$ cat config.mk
export PLATFORM = sky130hd
export DESIGN_NAME = seg_display_ctrl_flat
export DESIGN_NICKNAME = d
export VERILOG_FILES = /design/src/rtl/seg_display_ctrl_pkg.sv /design/src/rtl/seg_display_ctrl_if.sv /design/src/rtl/seg_display_ctrl_decode.sv /design/src/rtl/seg_display_ctrl.sv /design/src/flat_wrapper.sv
export SDC_FILE = /design/constraint.sdc
export NUM_CORES = 1
export LEC_CHECK = 0
export CAP_MARGIN = 15
export CORE_UTILIZATION = 24
export CTS_CLUSTER_SIZE = 8
export DETAILED_ROUTE_END_ITERATION = 16
export DONT_BUFFER_PORTS = 1
export GPL_TIMING_DRIVEN = 0
export PLACE_DENSITY_LB_ADDON = 0.2
export SYNTH_ARGS = -nofsm -noshare
export SYNTH_HDL_FRONTEND = slang
export SYNTH_HIERARCHICAL = 1
export SYNTH_SLANG_ARGS = --single-unit
$ cat constraint.sdc
create_clock -name clk -period 4.7 [get_ports clk]
set_clock_uncertainty 0.2 [all_clocks]
set_input_delay 0.47 -clock clk [delete_from_list [all_inputs] [get_ports clk]]
set_output_delay 0.47 -clock clk [all_outputs]
set_load 0.01 [all_outputs]
$ cat src/rtl/seg_display_ctrl_pkg.sv
// Shared constants and types for the seven-segment display controller.
// Segment codes are {a,b,c,d,e,f,g}, active-high, a = bit 6.
package seg_display_pkg;

  localparam logic [6:0] SEG_0 = 7'b1111110;
  localparam logic [6:0] SEG_1 = 7'b0110000;
  localparam logic [6:0] SEG_2 = 7'b1101101;
  localparam logic [6:0] SEG_3 = 7'b1111001;
  localparam logic [6:0] SEG_4 = 7'b0110011;
  localparam logic [6:0] SEG_5 = 7'b1011011;
  localparam logic [6:0] SEG_6 = 7'b1011111;
  localparam logic [6:0] SEG_7 = 7'b1110000;
  localparam logic [6:0] SEG_8 = 7'b1111111;
  localparam logic [6:0] SEG_9 = 7'b1111011;
  localparam logic [6:0] SEG_A = 7'b1110111;
  localparam logic [6:0] SEG_B = 7'b0011111;
  localparam logic [6:0] SEG_C = 7'b1001110;
  localparam logic [6:0] SEG_D = 7'b0111101;
  localparam logic [6:0] SEG_E = 7'b1001111;
  localparam logic [6:0] SEG_F = 7'b1000111;

  localparam logic [6:0] SEG_MINUS = 7'b0000001;
  localparam logic [6:0] SEG_PLUS  = 7'b0000000;
  localparam logic [6:0] SEG_BLANK = 7'b0000000;

  typedef enum logic [1:0] {
    IDLE,
    CONV,
    SHOW
  } state_t;

  function automatic int bcd_w(input int digits);
    return 4 * digits;
  endfunction

endpackage

$ cat src/rtl/seg_display_ctrl_if.sv
// Request/display bundle between the board top and the display controller.
// master drives the request, slave is the controller.
interface seg_display_ctrl_if #(
  parameter int DATA_W = 32,
  parameter int DIGITS = 8
);

  logic              load;
  logic [DATA_W-1:0] value;
  logic              signed_mode;
  logic              dec_mode;
  logic              busy;
  logic              valid;
  logic              overflow;
  logic [6:0]        seg;
  logic [DIGITS-1:0] digit_sel;
  logic [6:0]        neg_seg;

  modport master (
    output load, value, signed_mode, dec_mode,
    input  busy, valid, overflow, seg, digit_sel, neg_seg
  );

  modport slave (
    input  load, value, signed_mode, dec_mode,
    output busy, valid, overflow, seg, digit_sel, neg_seg
  );

endinterface

$ cat src/rtl/seg_display_ctrl_decode.sv
// Nibble to seven-segment pattern decoder.
// Purely combinational; sits on the scan mux output.
module seg_decode
  import seg_display_pkg::*;
(
  input  logic [3:0] i_nib,
  output logic [6:0] o_seg
);

  // map one hex digit to its segment pattern
  always_comb begin
    unique case (i_nib)
      4'h0: o_seg = SEG_0;
      4'h1: o_seg = SEG_1;
      4'h2: o_seg = SEG_2;
      4'h3: o_seg = SEG_3;
      4'h4: o_seg = SEG_4;
      4'h5: o_seg = SEG_5;
      4'h6: o_seg = SEG_6;
      4'h7: o_seg = SEG_7;
      4'h8: o_seg = SEG_8;
      4'h9: o_seg = SEG_9;
      4'hA: o_seg = SEG_A;
      4'hB: o_seg = SEG_B;
      4'hC: o_seg = SEG_C;
      4'hD: o_seg = SEG_D;
      4'hE: o_seg = SEG_E;
      4'hF: o_seg = SEG_F;
    endcase
  end

endmodule

$ cat src/rtl/seg_display_ctrl.sv
// Multiplexed seven-segment controller: hex / double-dabble decimal.
// Optional leading-zero blanking: SEG_DISPLAY_LEAD_ZERO_BLANK_EN.
module seg_display_ctrl
  import seg_display_pkg::*;
#(
  parameter int DATA_W   = 32,
  parameter int DIGITS   = 8,
  parameter int SCAN_DIV = 16
) (
  input logic clk,
  input logic rst,
  seg_display_ctrl_if.slave bus
);

  localparam int BCD_W = bcd_w(DIGITS);
  localparam int SCW   = (SCAN_DIV > 1) ? $clog2(SCAN_DIV) : 1;
  localparam int IW    = (DIGITS > 1) ? $clog2(DIGITS) : 1;
  localparam int STW   = $clog2(DATA_W + 1);

  state_t            r_state;
  logic [DATA_W-1:0] r_bin;
  logic [BCD_W-1:0]  r_bcd;
  logic [STW-1:0]    r_step;
  logic              r_neg_p;
  logic              r_ovf_acc;
  logic              r_busy;
  logic              r_valid;
  logic [BCD_W-1:0]  r_dig;
  logic              r_neg;
  logic              r_ovf;
  logic [SCW-1:0]    r_cnt;
  logic [IW-1:0]     r_idx;
  logic [DIGITS-1:0] r_sel;
  logic [6:0]        r_seg;

  logic                     w_accept;
  logic                     w_neg_in;
  logic [DATA_W-1:0]        w_mag;
  logic [DATA_W+BCD_W-1:0]  w_ext;
  logic [BCD_W-1:0]         w_adj;
  logic [BCD_W-1:0]         w_bcd_sh;
  logic                     w_out;
  logic                     w_commit;
  logic [BCD_W-1:0]         w_dig_nxt;
  logic                     w_neg_nxt;
  logic                     w_ovf_nxt;
  logic                     w_adv;
  logic [IW-1:0]            w_idx_nxt;
  logic [SCW-1:0]           w_cnt_nxt;
  logic [3:0]               w_nib;
  logic [6:0]               w_dec_seg;
  logic [6:0]               w_seg_nxt;

  assign w_accept = bus.load && (r_state != CONV);
  assign w_neg_in = bus.signed_mode && bus.value[DATA_W-1];
  assign w_mag    = w_neg_in ? -bus.value : bus.value;
  assign w_ext    = {{BCD_W{1'b0}}, w_mag};
  assign w_commit = (r_state == CONV) && (r_step == STW'(DATA_W));

  // one add-3-then-shift step of the BCD register
  always_comb begin
    w_adj = r_bcd;
    for (int i = 0; i < DIGITS; i++) begin
      if (r_bcd[4*i +: 4] >= 4'd5)
        w_adj[4*i +: 4] = r_bcd[4*i +: 4] + 4'd3;
    end
    w_bcd_sh = {w_adj[BCD_W-2:0], r_bin[DATA_W-1]};
    w_out    = w_adj[BCD_W-1];
  end

  // display contents as they will be after this edge
  always_comb begin
    w_dig_nxt = r_dig;
    w_neg_nxt = r_neg;
    w_ovf_nxt = r_ovf;
    if (w_accept && !bus.dec_mode) begin
      w_dig_nxt = w_ext[BCD_W-1:0];
      w_neg_nxt = w_neg_in;
      w_ovf_nxt = |(w_ext >> BCD_W);
    end else if (w_commit) begin
      w_dig_nxt = r_bcd;
      w_neg_nxt = r_neg_p;
      w_ovf_nxt = r_ovf_acc;
    end
  end

  // scan position after this edge; scan starts once out of reset
  always_comb begin
    w_adv     = (|r_sel) && (r_cnt == SCW'(SCAN_DIV - 1));
    w_cnt_nxt = ((|r_sel) && !w_adv) ? r_cnt + SCW'(1) : '0;
    w_idx_nxt = r_idx;
    if (w_adv)
      w_idx_nxt = (r_idx == IW'(DIGITS - 1)) ? '0 : r_idx + IW'(1);
    w_nib = w_dig_nxt[{w_idx_nxt, 2'b00} +: 4];
  end

  seg_decode u_dec (
    .i_nib (w_nib),
    .o_seg (w_dec_seg)
  );

`ifdef SEG_DISPLAY_LEAD_ZERO_BLANK_EN
  logic [DIGITS-1:0] w_lz;
  logic              w_hi_zero;

  // blank zero digits above the highest nonzero one, never digit 0
  always_comb begin
    w_lz      = '0;
    w_hi_zero = 1'b1;
    for (int i = DIGITS - 1; i > 0; i--) begin
      w_hi_zero = w_hi_zero && (w_dig_nxt[4*i +: 4] == 4'd0);
      w_lz[i]   = w_hi_zero && !w_ovf_nxt;
    end
    w_seg_nxt = w_lz[w_idx_nxt] ? SEG_BLANK : w_dec_seg;
  end
`else
  assign w_seg_nxt = w_dec_seg;
`endif

  // conversion FSM with registered busy/valid
  always_ff @(posedge clk or negedge rst) begin
    if (!rst) begin
      r_state   <= IDLE;
      r_bin     <= '0;
      r_bcd     <= '0;
      r_step    <= '0;
      r_neg_p   <= 1'b0;
      r_ovf_acc <= 1'b0;
      r_busy    <= 1'b0;
      r_valid   <= 1'b0;
    end else begin
      unique case (r_state)
        IDLE, SHOW: begin
          if (bus.load) begin
            if (bus.dec_mode) begin
              r_state   <= CONV;
              r_busy    <= 1'b1;
              r_valid   <= 1'b0;
              r_bin     <= w_mag;
              r_bcd     <= '0;
              r_step    <= '0;
              r_neg_p   <= w_neg_in;
              r_ovf_acc <= 1'b0;
            end else begin
              r_state <= SHOW;
              r_valid <= 1'b1;
            end
          end
        end
        CONV: begin
          if (w_commit) begin
            r_state <= SHOW;
            r_busy  <= 1'b0;
            r_valid <= 1'b1;
          end else begin
            r_bin     <= r_bin << 1;
            r_bcd     <= w_bcd_sh;
            r_ovf_acc <= r_ovf_acc | w_out;
            r_step    <= r_step + STW'(1);
          end
        end
        default: r_state <= IDLE;
      endcase
    end
  end

  // committed digits, sign and overflow
  always_ff @(posedge clk or negedge rst) begin
    if (!rst) begin
      r_dig <= '0;
      r_neg <= 1'b0;
      r_ovf <= 1'b0;
    end else begin
      r_dig <= w_dig_nxt;
      r_neg <= w_neg_nxt;
      r_ovf <= w_ovf_nxt;
    end
  end

  // free-running scan; seg follows the newly selected digit
  always_ff @(posedge clk or negedge rst) begin
    if (!rst) begin
      r_cnt <= '0;
      r_idx <= '0;
      r_sel <= '0;
      r_seg <= SEG_BLANK;
    end else begin
      r_cnt <= w_cnt_nxt;
      r_idx <= w_idx_nxt;
      r_sel <= DIGITS'(1) << w_idx_nxt;
      r_seg <= w_seg_nxt;
    end
  end

  assign bus.busy      = r_busy;
  assign bus.valid     = r_valid;
  assign bus.overflow  = r_ovf;
  assign bus.seg       = r_seg;
  assign bus.digit_sel = r_sel;
  assign bus.neg_seg   = r_neg ? SEG_MINUS : SEG_PLUS;

endmodule
$ cat src/flat_wrapper.sv
// flat-port wrapper written by rule: the top's interface ports become plain ports
module seg_display_ctrl_flat import seg_display_pkg::*;
#(
  parameter int DATA_W   = 32,
  parameter int DIGITS   = 8,
  parameter int SCAN_DIV = 16
)
  (clk, rst, bus_load, bus_value, bus_signed_mode, bus_dec_mode, bus_busy, bus_valid, bus_overflow, bus_seg, bus_digit_sel, bus_neg_seg);
  seg_display_ctrl_if #(.DATA_W(DATA_W), .DIGITS(DIGITS)) bus_i ();
  input logic clk;
  input logic rst;
  input wire logic [$bits(bus_i.load)-1:0] bus_load;
  input wire logic [$bits(bus_i.value)-1:0] bus_value;
  input wire logic [$bits(bus_i.signed_mode)-1:0] bus_signed_mode;
  input wire logic [$bits(bus_i.dec_mode)-1:0] bus_dec_mode;
  output wire logic [$bits(bus_i.busy)-1:0] bus_busy;
  output wire logic [$bits(bus_i.valid)-1:0] bus_valid;
  output wire logic [$bits(bus_i.overflow)-1:0] bus_overflow;
  output wire logic [$bits(bus_i.seg)-1:0] bus_seg;
  output wire logic [$bits(bus_i.digit_sel)-1:0] bus_digit_sel;
  output wire logic [$bits(bus_i.neg_seg)-1:0] bus_neg_seg;
  assign bus_i.load = bus_load;
  assign bus_i.value = bus_value;
  assign bus_i.signed_mode = bus_signed_mode;
  assign bus_i.dec_mode = bus_dec_mode;
  assign bus_busy = bus_i.busy;
  assign bus_valid = bus_i.valid;
  assign bus_overflow = bus_i.overflow;
  assign bus_seg = bus_i.seg;
  assign bus_digit_sel = bus_i.digit_sel;
  assign bus_neg_seg = bus_i.neg_seg;
  seg_display_ctrl #(.DATA_W(DATA_W), .DIGITS(DIGITS), .SCAN_DIV(SCAN_DIV)) u_core (.clk(clk), .rst(rst), .bus(bus_i));
endmodule
# After elaboration in Yosys (flattened, before gate mapping)
# Memory sizes are Yosys's and may differ from the RTL's. A register that Yosys moved wholly into a read port is not among the register bits.
# Index checks and enable logic that the tools add are counted.
word_totals:
  romBits: 112
  input_bits: 37
  regBits: 125
  elab_cells: 114
  out_inout_bits: 25
  memories: 1
memory_table:
  columns: ["name", "words", "word_bits", "read_ports", "rd_ports_with_merged_regs", "write_ports", "line", "source"]
  rows:
  - ["(name not given)", 16, 7, 1, 1, 0, "seg_display_ctrl_decode.sv:12", "unique case (i_nib)"]
classes:
  n_reduce_logical: 19
  n_eq_ne: 10
  magnitude_cmp: 8
  n_mux: 47
  n_bitwise: 1
  shifts: 2
  n_addsub: 12
ops:
  columns: ["op", "count"]
  rows:
  - ["$mux 32", 9]
  - ["$pmux 32 s2", 2]
  - ["$mux 4", 9]
  - ["$add 4x2->4 const B", 8]
  - ["$ge 4x3->1 const B", 8]
  - ["$neg 32->32", 1]
  - ["$shiftx 32x6->4", 1]
  - ["$mux 6", 3]
  - ["$mux 1", 14]
  - ["$pmux 6 s2", 1]
  - ["$reduce_and 4->1", 2]
  - ["$reduce_or 8->1", 1]
  - ["$shl 1x3->8 const A", 1]
  - ["$add 6x1->6 const B", 1]
  - ["$eq 6x6->1 const B", 1]
  - ["$logic_and 1x1->1", 6]
  - ["$mux 2", 3]
  - ["$mux 3", 2]
  - ["$ne 2x2->1 const B", 3]
  - ["$pmux 1 s2", 3]
  - ["$reduce_and 3->1", 2]
  - ["$add 4x1->4 const B", 1]
  - ["$eq 4x4->1 const B", 1]
  - ["$ne 2x1->1 const B", 2]
  - ["other kinds (11)", 14]

# Depth between registers and ports, before layout
# Gate-level depths: netlist (run 1).
logic_depth:
  depth_word: 5
  depth_mapped: 15
  mapped_depth_nobuf: 13

# Cells and area by module
# The synthesis (run 1) kept the hierarchy.
modules_own_cells:
  columns: ["mod", "area_per_inst_um2", "cells_each", "n_inst", "seq_area_each_um2"]
  rows:
  - ["seg_display_ctrl", 7219.4, 767, 1, 3303.2]
  - ["seg_decode", 287.8, 33, 1, 0.0]

# Worst setup path before layout (run 1)
# Ideal clock, no wire load.
synth_timing:
  path_kind: "input port to flip-flop"
  start: "in bus_value[2]"
  end: "reg u_core.r_seg[3] (netlist: u_core/bus.seg[3])"
  path_buffers: 1
  path_stages: 11
  required_time_ns: 4.360
  slack_ns: 0.447
  setup_ns: 0.140
  arrival_time_ns: 3.913
  cell_sequence: "or4_1 -> buf_2 -> nor4_2 -> a21oi_1 -> xnor2_1 -> mux2_2 -> mux4_2 -> o32ai_1 -> inv_1 -> ha_1 -> mux4_1"
synth_between:
  elab_chain_cells: 4
synth_rtl:
  columns: ["item", "line", "source"]
  rows:
  - ["start: declaration", "flat_wrapper.sv:13", "input wire logic [$bits(bus_i.value)-1:0] bus_value;"]
  - ["$neg 32->32", "seg_display_ctrl.sv:56", "assign w_mag = w_neg_in ? -bus.value : bus.value;"]
  - ["$mux 32", "seg_display_ctrl.sv:56", null]
  - ["$mux 32", "seg_display_ctrl.sv:76", "if (w_accept && !bus.dec_mode) begin"]
  - ["$shiftx 32x6->4", "seg_display_ctrl.sv:94", "w_nib = w_dig_nxt[{w_idx_nxt, 2'b00} +: 4];"]
  - ["net u_core.w_nib[0]", "seg_display_ctrl.sv:50", "logic [3:0] w_nib;"]
  - ["end: declaration", "seg_display_ctrl.sv:34", "logic [6:0] r_seg;"]
# The timed path passes the listed nets, and every way through them passes these cells.
# A chain may end at the register's enable or synchronous reset.

# Worst setup path in the final report (run 1)
layout_timing:
  start: "reg u_core.r_step[3]"
  end: "reg u_core.r_seg[3] (netlist: u_core/bus.seg[3])"
layout_between:
  elab_chain_cells: 5
layout_rtl:
  columns: ["item", "line", "source"]
  rows:
  - ["start: declaration", "seg_display_ctrl.sv:23", "logic [STW-1:0] r_step;"]
  - ["start signal: assignment", "seg_display_ctrl.sv:159", "r_step <= r_step + STW'(1);"]
  - ["$eq 6x6->1", "seg_display_ctrl.sv:58", "assign w_commit = (r_state == CONV) && (r_step == STW'(DATA_W));"]
  - ["$logic_and 1x1->1", "seg_display_ctrl.sv:58", null]
  - ["$mux 32", "seg_display_ctrl.sv:80", "end else if (w_commit) begin"]
  - ["$mux 32", "seg_display_ctrl.sv:76", null]
  - ["net u_core.w_dig_nxt[0]", "seg_display_ctrl.sv:44", "logic [BCD_W-1:0] w_dig_nxt;"]
  - ["$shiftx 32x6->4", "seg_display_ctrl.sv:94", null]
  - ["net u_core.w_nib[0]", "seg_display_ctrl.sv:50", null]
# The timed path passes the listed nets, and every way through them passes these cells.

==> impl_metrics.yaml, run 1 <==
status:
  status: "finished clean"
yosys:
  yosysMostFrequentCell: "dfrtp_1"
  yosysUniqueCellTypes: 69
  avgSynthCellArea_sq_um: 9.38
  synthTopCellsByCount: "132 x dfrtp_1, 74 x o21ai_0, 62 x nand2_1"
  ys_ff_latch: 132
  synth.area.top_cells: "dfrtp_1 44%, o21ai_0 4.9%, ha_1 4.8%"
  synth_warnings: 6
  synth_largest_area_cell: "dfrtp_1"
  synth-edff-count: 0
  synth_top_flop_cell: "dfrtp_1"
  synth_area_sq_um: 7510
  yosysSeqAreaShare: 0.440
  async_flop_share: 1.00
  synth_top_cell_area_share: 0.440
  synth_cells: 800
timing:
  drv_slew: 0
  rsz0062_at_grt: "false"
  tns_ns: 0
  whs_ns: 0.0369
  fin_crit_sh: 0.957
  setup_viol_count_final: 0
  hold_viol: 0
  tightest_slew_ns: 0.872
  postLayoutSetupSlackWorst_ns: 0.201
  fin_crit_ns: 4.50
  maxSlewHeadroom: 0.414
  max_freq_ghz: 0.222
cells_and_area:
  layout-drive-gt1-share: 0.0963
  insertedDiodeCount: 0
  fin_area_sq_um: 8750
  final_nets: 894
  multiInputGateArea_sq_um: 3880
  fillers: 3264
  syn2layout_area_growth_pct: 16.6
  regArea_sq_um: 3300
clock_network:
  htreeDepth: 4
  cts_sinks: 132
  insertion_delay_ns: 0.42
  numCtsBuffers: 17
  cts_root_buf: "clkbuf_16"
  path_clk_slew_ns: 0.07
  cts_tree: "done"
  cts_buffer_depth: 2
place:
  place.gp.congestion: 0.826
  pre_cts_ws_ns: -0.869
  io_buffers: 0
  hpwl_microns: 17700
  dpl-instance-area_sq_um: 8030
pwr:
  clockPowerShare: 0.270
  p_int_mw: 3.18
  switching_share: 0.384
  p_leak_nw: 3.63
  net-switching-power_mw: 1.99
  total_power_mw: 5.17
  comb_power_share: 0.367
  power_per_cell_area_nw_per_um2: 591
  peakVddDrop_uv: 171
  p_seq_frac: 0.364
die:
  rows: 64
  coreArea_sq_um: 30700
  fp.dieH_microns: 179
  top_level_ports: 62
  dieWidth_microns: 179
  initial_utilization: 0.245
  design.die.area_sq_um: 32000
global_routing:
  grt_pass1_wl_microns: 36800
  antenna_found_initial: 0
  grt_pass1_vias: 5973
  grt_max_degree: 133
  track_usage: 0.156
  grt_overflow: 0
worst_setup_path:
  worstPathRequired_ns: 4.80
  critPathMostFrequentCell: "inv_1"
  crit_chain: "or4b_2 > nor2_2 > buf_2 > nand2_1 > a31oi_1 > inv_1 > mux4_2 > o32ai_2 > inv_1 > ha_1 > mux4_1"
  cp.arrival_ns: 4.59
  critical_path.max_stage_delay_ns: 0.83
  crit_type: "register to register"
  startpoint_type: "register"
  end_kind: "register"
  critPathMaxFanout: 10
  crit_slowest_cell: "or4b_2"
route:
  wl_per_cell_microns: 19.6
  drt-initial-drc-count: 462
  drcViolationCount: 0
  vias_per_cell: 5.06
  firstDrtPassIters: 5
  ant_nets: 0
  postRouteWirelength_microns: 24300
  num_vias: 6265
run:
  cap_viol_max_count: 0
min_path:
  hold_class: "input port to register"
-- final timing paths --
| check | startpoint | end | slack, ns | cells after the start |
|---|---|---|---|---|
| setup / recovery | u_core/r_step[3]$_DFFE_PN0P_ | u_core/bus.seg[3]$_DFF_PN0_ | 0.20 | 11 |
| max in group asynchronous | rst | u_core/r_bcd[4]$_DFFE_PN0P_ | 3.26 | 2 |
| hold reg to reg | u_core/r_cnt[0]$_DFF_PN0_ | u_core/r_cnt[0]$_DFF_PN0_ | 0.26 | 1 |
| min in group asynchronous | rst | u_core/r_cnt[3]$_DFF_PN0_ | 0.46 | 2 |
| setup reg to reg | u_core/r_step[3]$_DFFE_PN0P_ | u_core/bus.seg[3]$_DFF_PN0_ | 0.20 | 11 |
| hold / removal | bus_value[21] | u_core/r_bin[21]$_DFFE_PN0P_ | 0.04 | 3 |
-- routing by layer --
layer	global-route usage	vias to the layer above	wire [microns]
li1	-	2933	-
met1	0.217	3125	11700
met3	0.0212	36	881
met5	0	-	0
met2	0.238	171	10900
met4	0.0713	0	769
-- placed cells by master, fill, tap and decap left out, drive strengths merged, types with 15 or more instances in the layout --
| cell type | n |
|---|---|
| o21ai | 74 |
| inv | 40 |
| o31ai | 15 |
| nand3 | 39 |
| xnor2 | 26 |
| dfrtp | 132 |
| buf | 18 |
| xor2 | 19 |
| mux2i | 22 |
| nand2 | 62 |
| nor2 | 50 |
| clkbuf | 57 |
| ha | 29 |
| a22oi | 27 |
| a21oi | 45 |
-- area by class of cell --
| type | instances | share of cell area |
|---|---|---|
| sequential | 132 | 0.377 |
| inverter | 42 | 0.0182 |
| buffer | 51 | 0.0274 |
| clock buffer | 20 | 0.0522 |
| multi-input combinational | 579 | 0.444 |
| timing repair buffer | 5 | 0.00658 |
| tap | 396 | 0.0566 |
| clock inverter | 12 | 0.0177 |
-- kinds of logic after synthesis --
family | count (synthesis) | synth area share
other | 1 | 0.000500
and+or+nand+nor | 236 | 0.157
DFF | 132 | 0.440
muxes | 31 | 0.0463
buffers and inverters | 94 | 0.0530
xor gates and xnor gates | 45 | 0.0525
AOI/OAI and AO/OA | 232 | 0.203
adders and majority gates | 29 | 0.0483
-- through the flow --
step	util	instances
finish	0.285	1237
global route	0.285	1237
CTS	0.285	1238
detailed placement	0.262	1202
global placement	0.262	1201
floorplan	-	805
-- registers in the layout, summed over array words and instances, names as in the netlist, 2 cells and up --
name and count:
u_core/bus.digit_sel 8, u_core/bus.seg 7, u_core/r_bcd 32, u_core/r_bin 32, u_core/r_cnt 4, u_core/r_dig 32, u_core/r_idx 3, u_core/r_state 2
u_core/r_step 6
-- power by group through the flow --
| stage | sequential (mW) | combinational (mW) | clock [mW] |
|---|---|---|---|
| after floorplan | 1.79 | 1.39 | 0 |
| after global placement | 1.89 | 1.83 | 0 |
| after detailed placement | 1.89 | 1.85 | 0 |
| after CTS | 1.88 | 1.91 | 1.43 |
| after global routing | 1.94 | 2.14 | 1.47 |
| final | 1.88 | 1.90 | 1.40 |
-- worst max-delay path, delay by kind of cell (launching register included) --
kind / cells / cell delay, ns
AO/OA/AOI/OAI: 2 / 0.51
adder cells (fa/ha/maj): 1 / 0.36
buffers and inverters: 3 / 0.62
flip-flops: 1 / 0.44
multiplexers: 2 / 1.01
AND/OR/NAND/NOR: 3 / 1.25
-- what timing repair did --
item,4_1_cts,5_1_grt
hold buffers,2,0
setup endpoints to repair,7,3
endpoints found under the hold margin,132,0
buffers inserted,2,0
pin swaps,1,0
resized for setup,8,8
Power figures use the tool's default switching activity.
==> inputs of run 2 (changes only) <==
- HOLD_SLACK_MARGIN: unset -> 0.03
- clock period: 4.7 -> 4.53 ns (I/O delays scaled with it)
==> run 2 against run 1 <==
  * Critical path depth did not move
  * Combinational power rose by 5%
  * Total power rose by 4.1%
==> impl_metrics.yaml, run 2 (same netlist as run 1, synthesis figures left out) <==
status:
  status: "finished clean"
clock_network:
  htreeDepth: 4
  cts_sinks: 132
  insertion_delay_ns: 0.42
  cts_root_buf: "clkbuf_16"
  path_clk_slew_ns: 0.07
  cts_buffer_depth: 2
  cts_tree: "done"
  numCtsBuffers: 17
worst_setup_path:
  startpoint_type: "register"
  crit_type: "register to register"
  r2r_slack_ns: 0.19
  worstPathRequired_ns: 4.63
  critPathMaxFanout: 10
  end_kind: "register"
  cp.arrival_ns: 4.43
cells_and_area:
  layout-drive-gt1-share: 0.102
  syn2layout_area_growth_pct: 17.6
  top_regs: "u_core/r_bcd (32), u_core/r_bin (32), u_core/r_dig (32)"
  final_common_cell: "dfrtp_1"
  final_cell_mix: "132 x dfrtp_1, 74 x o21ai_0, 62 x nand2_1"
  final_nets: 898
  insertedDiodeCount: 0
  instances_no_fill: 1241
timing:
  maxSlewHeadroom: 0.465
  tns_ns: 0
  fin_crit_sh: 0.958
  rsz0062_at_grt: "false"
  drv_slew: 0
  fin_crit_ns: 4.34
  tightest_slew_ns: 0.793
  max_freq_ghz: 0.231
  hold_viol: 0
  setup_viol_count_final: 0
place:
  io_buffers: 0
  place.gp.congestion: 0.826
  hpwl_microns: 17700
  dp_cells: 1202
global_routing:
  grt_pass1_wl_microns: 37000
  grt_overflow: 0
  grt_max_degree: 133
  grt_pass1_vias: 6011
  antenna_found_initial: 0
  track_usage: 0.157
die:
  initial_utilization: 0.245
  rows: 64
  dieWidth_microns: 179
  coreArea_sq_um: 30700
  fp.dieH_microns: 179
  top_level_ports: 62
  design.die.area_sq_um: 32000
route:
  vias_per_cell: 5.04
  wl_per_cell_microns: 19.7
  firstDrtPassIters: 5
  drt-initial-drc-count: 487
  num_vias: 6249
  postRouteWirelength_microns: 24400
  ant_nets: 0
  drcViolationCount: 0
pwr:
  p_leak_nw: 3.67
  peakVddDrop_uv: 178
  power_per_cell_area_nw_per_um2: 610
min_path:
  hold_class: "input port to register"
run:
  cap_viol_max_count: 0
## run 2: cell types whose count changed in the layout (fill, tap and decap cells not counted), sizes merged
cell,delta
buf,+1
clkbuf,-1
dlygate4sd3,+4
## run 2: worst paths after layout
path / from / to / cells past startpoint
max: u_core/r_step[3]$_DFFE_PN0P_ / u_core/bus.seg[3]$_DFF_PN0_ / 11
min: bus_load / u_core/bus.valid$_DFFE_PN0P_ / 2
max reg2reg: u_core/r_step[3]$_DFFE_PN0P_ / u_core/bus.seg[3]$_DFF_PN0_ / 11
min reg2reg: u_core/r_cnt[0]$_DFF_PN0_ / u_core/r_cnt[0]$_DFF_PN0_ / 1
max in group asynchronous: rst / u_core/r_bcd[4]$_DFFE_PN0P_ / 2
min in group asynchronous: rst / u_core/r_cnt[3]$_DFF_PN0_ / 2
## run 2: what timing repair did
item                                   in CTS  in global routing
endpoints found under the hold margin     136                  0
buffers inserted                            2                  0
hold buffers                                6                  0
pin swaps                                   1                  0
resized for setup                          15                 13
setup endpoints to repair                   7                  7
## run 2: final cells by class
| type | instances | area (sq um) |
|---|---|---|
| repair buffers | 9 | 97.6 |
| flip-flops and latches | 132 | 3300 |
| clock buffers | 20 | 457 |
| multi-input cells | 579 | 3910 |
| clock inverters | 12 | 155 |
| well taps | 396 | 495 |
| inverters | 42 | 159 |
| plain buffers | 51 | 248 |
| fillers | 3259 | 21800 |
## run 2: worst max-delay path, stage by stage, from the launching register on
cell and delay (ns):
dfrtp_1 0.44, or4b_2 0.82, nor2_2 0.32, buf_2 0.37, nand2_1 0.08, and3_1 0.18
a21oi_1 0.21, o22ai_1 0.18, o32ai_4 0.41, inv_1 0.16, ha_1 0.35, mux4_1 0.50
## run 2: where the power goes
group	switching (mW)	internal [mW]	total, mW
combinational	1.19	0.795	1.99
sequential	0.327	1.63	1.95
clock	0.551	0.895	1.45
total	2.07	3.32	5.38
## run 2: routing by layer
metal	share of wire	track usage	vias to the layer above
met2	0.45	0.239	156
li1	-	-	2942
met4	0.031	0.0713	0
met3	0.032	0.0225	36
met5	0	0	-
met1	0.49	0.218	3115
## run 2: per-stage QoR
stage	hold slack, ns	power [mW]	utilization	setup WS [ns]	instance area, sq um
3_3_place_gp	-0.0397	3.86	0.262	-1.03	8020
6_report	0.0594	5.38	0.288	0.192	8830
5_1_grt	0.0629	5.78	0.288	0.0237	8830
2_1_floorplan	-0.0426	3.30	-	0.294	7530
3_5_place_dp	-0.0394	3.88	0.262	-1.04	8030
4_1_cts	0.0330	5.42	0.287	0.00160	8790
